### config.mk
export PLATFORM = sky130hd
export DESIGN_NAME = ascii_bin_parser_flat
export DESIGN_NICKNAME = d
export VERILOG_FILES = /design/src/rtl/ezc1_pkg.sv /design/src/rtl/ascii_bin_parser_if.sv /design/src/rtl/ascii_char_classify.sv /design/src/rtl/ascii_bin_parser.sv /design/src/flat_wrapper.sv
export SDC_FILE = /design/constraint.sdc
export NUM_CORES = 1
export LEC_CHECK = 0
export ABC_CLOCK_PERIOD_IN_PS = 5000
export CAP_MARGIN = 5
export CORE_MARGIN = 2
export CORE_UTILIZATION = 57
export DETAILED_ROUTE_END_ITERATION = 7
export PLACE_DENSITY = 0.93
export REMOVE_ABC_BUFFERS = 1
export SLEW_MARGIN = 25
export SYNTH_ARGS = -nofsm -noshare
export SYNTH_HDL_FRONTEND = slang
export SYNTH_SLANG_ARGS = --single-unit
### constraint.sdc
create_clock -name clk -period 5 [get_ports clk]
set_clock_uncertainty 0.05 [all_clocks]
set_input_delay 1 -clock clk [delete_from_list [all_inputs] [get_ports clk]]
set_output_delay 1 -clock clk [all_outputs]
set_load 0.05 [all_outputs]
### src/rtl/ezc1_pkg.sv
// Shared EZC1 front-end definitions: ASCII code points, the parser state
// encoding and the character classes used by the ASCII binary parser.
package ezc1_pkg;

  localparam logic [7:0] ASC_0    = 8'h30;
  localparam logic [7:0] ASC_1    = 8'h31;
  localparam logic [7:0] ASC_LF   = 8'h0A;
  localparam logic [7:0] ASC_CR   = 8'h0D;
  localparam logic [7:0] ASC_HASH = 8'h23;

  typedef enum logic [1:0] {
    IDLE,   // no digits yet
    ACCUM,  // at least one digit held
    HOLD,   // number presented downstream
    SKIP    // discarding the remainder of a line
  } parser_state_e;

  typedef enum logic [2:0] {
    CLS_DIGIT,
    CLS_LF,
    CLS_CR,
    CLS_HASH,
    CLS_OTHER
  } char_cls_e;

endpackage

### src/rtl/ascii_bin_parser_if.sv
// Byte-in / number-out bus of the ASCII binary parser.
//   slave  : the parser (consumes bytes, produces numbers and err)
//   master : upstream byte source plus downstream number sink
interface ascii_bin_parser_if #(
  parameter int WIDTH = 32
) ();
  logic [7:0]       in_byte;
  logic             in_valid;
  logic             in_ready;
  logic [WIDTH-1:0] number;
  logic             number_valid;
  logic             number_ready;
  logic             err;

  modport slave (
    input  in_byte, in_valid, number_ready,
    output in_ready, number, number_valid, err
  );

  modport master (
    output in_byte, in_valid, number_ready,
    input  in_ready, number, number_valid, err
  );
endinterface

### src/rtl/ascii_char_classify.sv
// Combinational character classifier.
//   ch_i   : ASCII byte
//   cls_o  : character class
//   bit_o  : digit value, meaningful only when cls_o == CLS_DIGIT
module ascii_char_classify
  import ezc1_pkg::*;
(
  input  logic [7:0] ch_i,
  output char_cls_e  cls_o,
  output logic       bit_o
);

  always_comb begin
    cls_o = CLS_OTHER;
    bit_o = (ch_i == ASC_1);
    case (ch_i)
      ASC_0, ASC_1: cls_o = CLS_DIGIT;
      ASC_LF:       cls_o = CLS_LF;
      ASC_CR:       cls_o = CLS_CR;
      ASC_HASH:     cls_o = CLS_HASH;
      default:      cls_o = CLS_OTHER;
    endcase
  end

endmodule

### src/rtl/ascii_bin_parser.sv
// ASCII binary text to WIDTH-bit number converter, one value per line.
// Ports:
//   clk, rst_n : clock, asynchronous active-low reset
//   bus        : ascii_bin_parser_if.slave
//                in_byte/in_valid/in_ready       byte stream from the UART
//                number/number_valid/number_ready parsed value handshake
//                err                              one-cycle malformed-line pulse
// Build option: ASCII_BIN_PARSER_COMMENT_EN enables '#' line comments.
module ascii_bin_parser
  import ezc1_pkg::*;
#(
  parameter int WIDTH = 32
) (
  input  logic           clk,
  input  logic           rst_n,
  ascii_bin_parser_if.slave bus
);

  localparam int CW = $clog2(WIDTH + 1);

  parser_state_e    state_q, state_d;
  logic [WIDTH-1:0] acc_q, acc_d;
  logic [CW-1:0]    cnt_q, cnt_d;
  logic [WIDTH-1:0] num_q, num_d;
  logic             err_q, err_d;
`ifdef ASCII_BIN_PARSER_COMMENT_EN
  // Set when a '#' closed the line early: the comment tail still has to
  // be discarded once the number has been handed off.
  logic             cmt_q, cmt_d;
`endif

  char_cls_e cls;
  logic      dig;
  logic      accept;

  ascii_char_classify u_cls (
    .ch_i  (bus.in_byte),
    .cls_o (cls),
    .bit_o (dig)
  );

  assign bus.in_ready     = (state_q != HOLD);
  assign bus.number_valid = (state_q == HOLD);
  assign bus.number       = num_q;
  assign bus.err          = err_q;
  assign accept           = bus.in_valid && bus.in_ready;

  always_comb begin
    state_d = state_q;
    acc_d   = acc_q;
    cnt_d   = cnt_q;
    num_d   = num_q;
    err_d   = 1'b0;
`ifdef ASCII_BIN_PARSER_COMMENT_EN
    cmt_d   = cmt_q;
`endif
    case (state_q)
      IDLE, ACCUM: begin
        if (accept) begin
          case (cls)
            CLS_DIGIT: begin
              if (cnt_q == CW'(WIDTH)) begin
                // one digit too many: the whole line is rejected
                err_d   = 1'b1;
                acc_d   = '0;
                cnt_d   = '0;
                state_d = SKIP;
              end else begin
                acc_d   = {acc_q[WIDTH-2:0], dig};
                cnt_d   = cnt_q + 1'b1;
                state_d = ACCUM;
              end
            end
            CLS_LF: begin
              // blank lines in IDLE produce nothing
              if (state_q == ACCUM) begin
                num_d   = acc_q;
                state_d = HOLD;
              end
            end
            CLS_CR: ;
`ifdef ASCII_BIN_PARSER_COMMENT_EN
            CLS_HASH: begin
              if (state_q == ACCUM) begin
                num_d   = acc_q;
                cmt_d   = 1'b1;
                state_d = HOLD;
              end else begin
                state_d = SKIP;
              end
            end
`endif
            default: begin
              err_d   = 1'b1;
              acc_d   = '0;
              cnt_d   = '0;
              state_d = SKIP;
            end
          endcase
        end
      end
      HOLD: begin
        if (bus.number_ready) begin
          acc_d   = '0;
          cnt_d   = '0;
`ifdef ASCII_BIN_PARSER_COMMENT_EN
          cmt_d   = 1'b0;
          state_d = cmt_q ? SKIP : IDLE;
`else
          state_d = IDLE;
`endif
        end
      end
      SKIP: begin
        if (accept && cls == CLS_LF) state_d = IDLE;
      end
      default: state_d = IDLE;
    endcase
  end

  always_ff @(posedge clk or negedge rst_n) begin
    if (!rst_n) begin
      state_q <= IDLE;
      acc_q   <= '0;
      cnt_q   <= '0;
      num_q   <= '0;
      err_q   <= 1'b0;
`ifdef ASCII_BIN_PARSER_COMMENT_EN
      cmt_q   <= 1'b0;
`endif
    end else begin
      state_q <= state_d;
      acc_q   <= acc_d;
      cnt_q   <= cnt_d;
      num_q   <= num_d;
      err_q   <= err_d;
`ifdef ASCII_BIN_PARSER_COMMENT_EN
      cmt_q   <= cmt_d;
`endif
    end
  end

endmodule

### src/flat_wrapper.sv
// flat-port wrapper written by rule: the top's interface ports become plain ports
module ascii_bin_parser_flat import ezc1_pkg::*;
#(
  parameter int WIDTH = 32
)
  (clk, rst_n, bus_in_byte, bus_in_valid, bus_number_ready, bus_in_ready, bus_number, bus_number_valid, bus_err);
  ascii_bin_parser_if #(.WIDTH(WIDTH)) bus_i ();
  input  logic clk;
  input  logic rst_n;
  input wire logic [$bits(bus_i.in_byte)-1:0] bus_in_byte;
  input wire logic [$bits(bus_i.in_valid)-1:0] bus_in_valid;
  input wire logic [$bits(bus_i.number_ready)-1:0] bus_number_ready;
  output wire logic [$bits(bus_i.in_ready)-1:0] bus_in_ready;
  output wire logic [$bits(bus_i.number)-1:0] bus_number;
  output wire logic [$bits(bus_i.number_valid)-1:0] bus_number_valid;
  output wire logic [$bits(bus_i.err)-1:0] bus_err;
  assign bus_i.in_byte = bus_in_byte;
  assign bus_i.in_valid = bus_in_valid;
  assign bus_i.number_ready = bus_number_ready;
  assign bus_in_ready = bus_i.in_ready;
  assign bus_number = bus_i.number;
  assign bus_number_valid = bus_i.number_valid;
  assign bus_err = bus_i.err;
  ascii_bin_parser #(.WIDTH(WIDTH)) u_core (.clk(clk), .rst_n(rst_n), .bus(bus_i));
endmodule
== Word level (Yosys, flattened, before mapping) ==
Index checks and enable logic that the tools add are counted.

* Equal/unequal tests: 18
* Add/sub/neg operators: 1
* Reduce and logical (&&, ||, !) cells: 11
* Muxes and demuxes: 22

{| class="wikitable"
|+ Operator list
! operator !! count
|-
| $pmux 32 s2 || 2
|-
| $mux 32 || 3
|-
| $eq 8x6->1 const B || 3
|-
| $pmux 6 s2 || 2
|-
| $mux 6 || 3
|-
| $eq 8x4->1 const B || 2
|-
| $pmux 2 s3 || 2
|-
| $pmux 3 s4 || 1
|-
| $mux 2 || 5
|-
| $ne 2x2->1 const B || 4
|-
| $reduce_and 4->1 || 2
|-
| $add 6x1->6 const B || 1
|-
| $eq 6x6->1 const B || 1
|-
| $reduce_or 2->1 || 3
|-
| $reduce_and 5->1 || 1
|-
| $eq 2x2->1 const B || 2
|-
| $ne 2x1->1 const B || 2
|-
| $eq 3x1->1 const B || 1
|-
| $eq 3x2->1 const B || 1
|-
| $logic_not 3->1 || 1
|-
| $mux 1 || 3
|-
| $ne 3x2->1 const B || 1
|-
| $eq 2x1->1 const B || 1
|-
| $logic_and 1x1->1 || 2
|-
| 3 further kinds || 3
|}

* Flip-flop bits (word level): 73
* Word-level logic and storage cells: 57
* Output and inout bits: 35
* Input bits: 12

== Longest topological paths before layout ==
* Depth in word-level cells: 8
* Depth in mapped cells: 8
* Depth with buffers taken out: 6

== Cells and area by module ==
A second synthesis with hierarchy kept.

* Cells, all modules: 216
* Area, all modules: 3,138.0 um^2

{| class="wikitable"
|+ Modules (own cells, without submodules)
! module !! instances !! area an instance (um^2) !! sequential area each (um^2) !! cells an instance
|-
| ascii_bin_parser || 1 || 3,034.2 || 1,826.8 || 201
|-
| ascii_char_classify || 1 || 103.8 || 0.0 || 15
|}

== Worst setup path after synthesis ==
OpenSTA, ideal clock, no wires.

* Path kind: input to register
* From: input bus_in_byte[4]
* To: register u_core.num_q[0] (netlist: u_core.bus.number[0])
* Data required time: 4.825 ns
* Setup slack: 2.757 ns
* Stages on the path: 5
* Arrival time: 2.068 ns
* Buffers on the path: 1
* Library setup time: 0.125 ns
* Cell sequence: nor3b_2 and3_1 nand2_2 buf_6 mux2_4

* Longest elaborated chain between the ends: 5
* Elaborated cells on any way between the ends: 9
* Classes of those cells: eq/ne (6); mux (1); reduce/logical (2)

{| class="wikitable"
|+ RTL lines
! item !! line !! text
|-
| from (decl) || flat_wrapper.sv:10 || <nowiki>input wire logic [$bits(bus_i.in_byte)-1:0] bus_in_byte;</nowiki>
|-
| $eq 8x6->1 || ascii_char_classify.sv:16 || <nowiki>case (ch_i)</nowiki>
|-
| $reduce_or 2->1 || ascii_char_classify.sv:16 ||
|-
| $pmux 3 s4 (*) || ascii_char_classify.sv:16 ||
|-
| $eq 3x1->1 (*) || ascii_bin_parser.sv:60 || <nowiki>case (cls)</nowiki>
|-
| $reduce_and 4->1 (no line) (*) || - ||
|-
| to (signal assigned) || ascii_bin_parser.sv:135 || <nowiki>num_q <= num_d;</nowiki>
|-
| to (decl) || ascii_bin_parser.sv:24 || <nowiki>logic [WIDTH-1:0] num_q, num_d;</nowiki>
|}

Every way passes the cells marked *; elsewhere a longest branch is shown, timed or not.
A chain may end at the register's enable or synchronous reset.

== Worst setup path after layout ==
* From: register u_core.state_q[1]
* To: output bus_number_valid

* Longest elaborated chain between the ends: 1

{| class="wikitable"
|+ RTL lines
! item !! line !! text
|-
| from (decl) || ascii_bin_parser.sv:21 || <nowiki>parser_state_e state_q, state_d;</nowiki>
|-
| from (signal assigned) || ascii_bin_parser.sv:132 || <nowiki>state_q <= state_d;</nowiki>
|-
| $eq 2x2->1 || ascii_bin_parser.sv:43 || <nowiki>assign bus.number_valid = (state_q == HOLD);</nowiki>
|-
| to (decl) || flat_wrapper.sv:15 || <nowiki>output wire logic [$bits(bus_i.number_valid)-1:0] bus_number_valid;</nowiki>
|}

No other way between the ends.

==> impl_metrics.csv <==
group,metric,value,unit
floorplanning,initial_core_util,59.8,%
logic_synthesis,synth_commonest_cells,"dfrtp_1, a22o_1, mux2_4, buf_6",
setup_path,r2r_cells,7,
sta,min_period_over_period,67.8,%
logic_synthesis,ys_ff_latch,73,
setup_path,crit_required,3.95,ns
sta,finalMaxSlewViolations,0,
sta,fmaxAchievable,295,MHz
cts,clk_pin_slew,0.07,ns
floorplanning,core.rowCount,26,
global_routing,use_met3,5.00,%
placement,placed_cell_area,0.00356,mm2
cts,h-tree-depth,3,
placement,gp_congestion,0.764,
run_status,run_status,"complete, no violations",
sta,finalSetupViolCount,0,
detailed_routing,wire_per_inst,16.9,um
setup_path,critPathKind,"flop to output pin",
sta,fin_tns_setup,0,ns
global_routing,antenna_found_initial,0,
global_routing,overflow,0,
finish,finalNetCount,271,
logic_synthesis,synthArstFlopShare,100,%
logic_synthesis,netlist.area_leader.share,59.0,%
logic_synthesis,syn_inst,209,
sta,timing.slew.headroom,30.6,%
detailed_routing,via_count,1897,
floorplanning,die_x,77.7,um
logic_synthesis,synth_edf_count,0,
logic_synthesis,synth_cell_types,39,
sta,rsz0062_at_grt,"no",
global_routing,met1_usage,28.1,%
floorplanning,core-area,0.00517,mm2
flow_run,maxCapViolations,0,
floorplanning,die_y,77.7,um
global_routing,grt_pass1_vias,1869,
min_path,hold_depth,1,
cts,cts_setup_buffers,0,
cts,cts_tree,"built",
floorplanning,io-pin-count,47,
finish,fin_area,0.00377,mm2
sta,fin_crit,3.39,ns
cts,cts_hold_buf,0,
sta,worst_slew_pin_slew,1.04,ns
finish,synthToLayoutAreaGrowth,21.8,%
placement,dp_hpwl,3720,um
cts,root_buffer,"clkbuf_8",
placement,dp.cells,316,
setup_path,end_kind,"output pin",
power_and_ir_drop,vdd_drop_max,0.261,mV
finish,fin_cells,332,
cts,numCtsBuffers,9,
logic_synthesis,synth_ff_type,"dfrtp_1",
cts,cts_buffer_depth,2,
finish,final_layout_size_suffix_gt1_share,20.6,%
global_routing,gr-max-usage-layer,"met2",
placement,io_buffers,46,
detailed_routing,drc_errors,0,
power_and_ir_drop,leakage,1.85,nW
logic_synthesis,synth_area,0.00310,mm2
min_path,min_path_type,"flop to flop",
logic_synthesis,synth.most_common_cell,"dfrtp_1",
detailed_routing,wirelength,5600,um
logic_synthesis,synth_area_leaders,"dfrtp_1, mux2_4, a22o_1",
floorplanning,die_area,0.00604,mm2
sta,hold_ws,0.450,ns
power_and_ir_drop,powerDensity,339,mW/mm2
logic_synthesis,seq_area_frac_synth,59.0,%
sta,finalHoldViolCount,0,
detailed_routing,dr.pass1.iters,4,
global_routing,grtUsageMet2,30.2,%
detailed_routing,drtIter0Drc,139,
finish,final_util,72.9,%
cts,clk_latency,0.34,ns
detailed_routing,ant_nets,0,
logic_synthesis,avgSynthCellArea,14.8,um2
setup_path,start_kind,"flop",
logic_synthesis,synth_area_leader_cell,"dfrtp_1",
detailed_routing,vias_per_cell,5.71,
global_routing,grt_max_degree,40,
global_routing,grt_util_all_layers,19.9,%
cts,cts_resized,0,
setup_path,crit_fanout,8,
finish,antenna_cells,0,
setup_path,critPathArrivalTime,2.34,ns
logic_synthesis,ys_warn_count,0,
cts,cts_sinks,73,
global_routing,grt_pass1_wl,9330,um
finish,n_fill_cell,313,
==> state kept, by name, summed over array words and instances (netlist names) <==
name and cells:
u_core.acc_q 32, u_core.state_q 2, u_core.bus.err 1, u_core.bus.number 32
u_core.cnt_q 6
==> cells by family (layout without fill, tap and decap cells) <==
kind of cell               count (synthesis)  count (layout)  synth area share, %
DFF                                       73              73                 59.0
AOI/OAI and AO/OA                         50              50                 13.6
and+or+nand+nor                           34              34                 6.83
muxes                                     33              33                 15.6
buffers and inverters                     17              70                 4.08
adders and majority gates                  2               2                0.808
==> worst max-delay path: stages, from the launching register on <==
cell and delay, ns:
dfrtp_1 0.44, nor2b_1 0.63, clkdlybuf4s50_1 0.93
==> power by group <==
| group | internal (W) | leakage, nW | switching, W |
|---|---|---|---|
| sequential | 0.000600 | 1.01 | 0.0000130 |
| clock | 0.000271 | 0.107 | 0.000204 |
| combinational | 0.0000500 | 0.730 | 0.000137 |
| total | 0.000922 | 1.85 | 0.000355 |
==> metal layers <==
metal	wire, um	part of all wire (%)
met5	0	0
met4	88	1.6
met3	240	4.3
met2	2650	47
met1	2620	47
==> final timing paths <==
check | to | startpoint | slack (ns)
hold reg to reg | u_core.bus.number[27] | u_core.bus.number[27] | 0.45
max in group asynchronous | u_core.cnt_q[0] | rst_n | 3.25
hold / removal | u_core.bus.number[27] | u_core.bus.number[27] | 0.45
setup reg to reg | u_core.cnt_q[0] | u_core.cnt_q[0] | 2.70
setup / recovery | bus_number_valid | u_core.state_q[1] | 1.61
min in group asynchronous | u_core.acc_q[30] | rst_n | 0.70
==> placed cells by master (no fill, tap or decap), drive strengths merged <==
cell / synthesis / final
dfrtp: 73 / 73
clkdlybuf4s50: 0 / 45
a22o: 33 / 33
mux2: 33 / 33
clkbuf: 1 / 14
inv: 5 / 5
nor2: 5 / 5
nor3: 5 / 5
nand3: 4 / 4
a221o: 4 / 4
nand2: 4 / 4
buf: 11 / 4
and3: 3 / 3
o21ai: 3 / 3
nor2b: 2 / 2
a21oi: 2 / 2
o21a: 2 / 2
ha: 2 / 2
nor3b: 2 / 2
nor4: 2 / 2
nand4bb: 1 / 1
and4bb: 1 / 1
or3: 1 / 1
a31oi: 1 / 1
o21bai: 1 / 1
nand2b: 1 / 1
and3b: 1 / 1
o211a: 1 / 1
o211ai: 1 / 1
a221oi: 1 / 1
and2: 1 / 1
nor4b: 1 / 1
a211oi: 1 / 1
clkinv: 0 / 1
bufinv: 0 / 1
==> metrics by stage <==
step	setup WS, ns	power, W
after CTS	1.61	0.00128
final	1.61	0.00128
after global routing	1.50	0.00133
after global placement	1.68	0.000804
after floorplan	1.50	0.000731
after detailed placement	1.55	0.000809
==> final cells by class <==
class / instances / area (um2) / share of cell area (%)
well taps: 70 / 87.6 / 2.32
multi-input cells: 119 / 1150 / 30.5
clock buffers: 14 / 173 / 4.58
repair buffers: 49 / 478 / 12.7
clock inverters: 2 / 35.0 / 0.929
flip-flops and latches: 73 / 1830 / 48.5
inverters: 5 / 18.8 / 0.498
No activity file was read; power rests on OpenSTA's default activity.
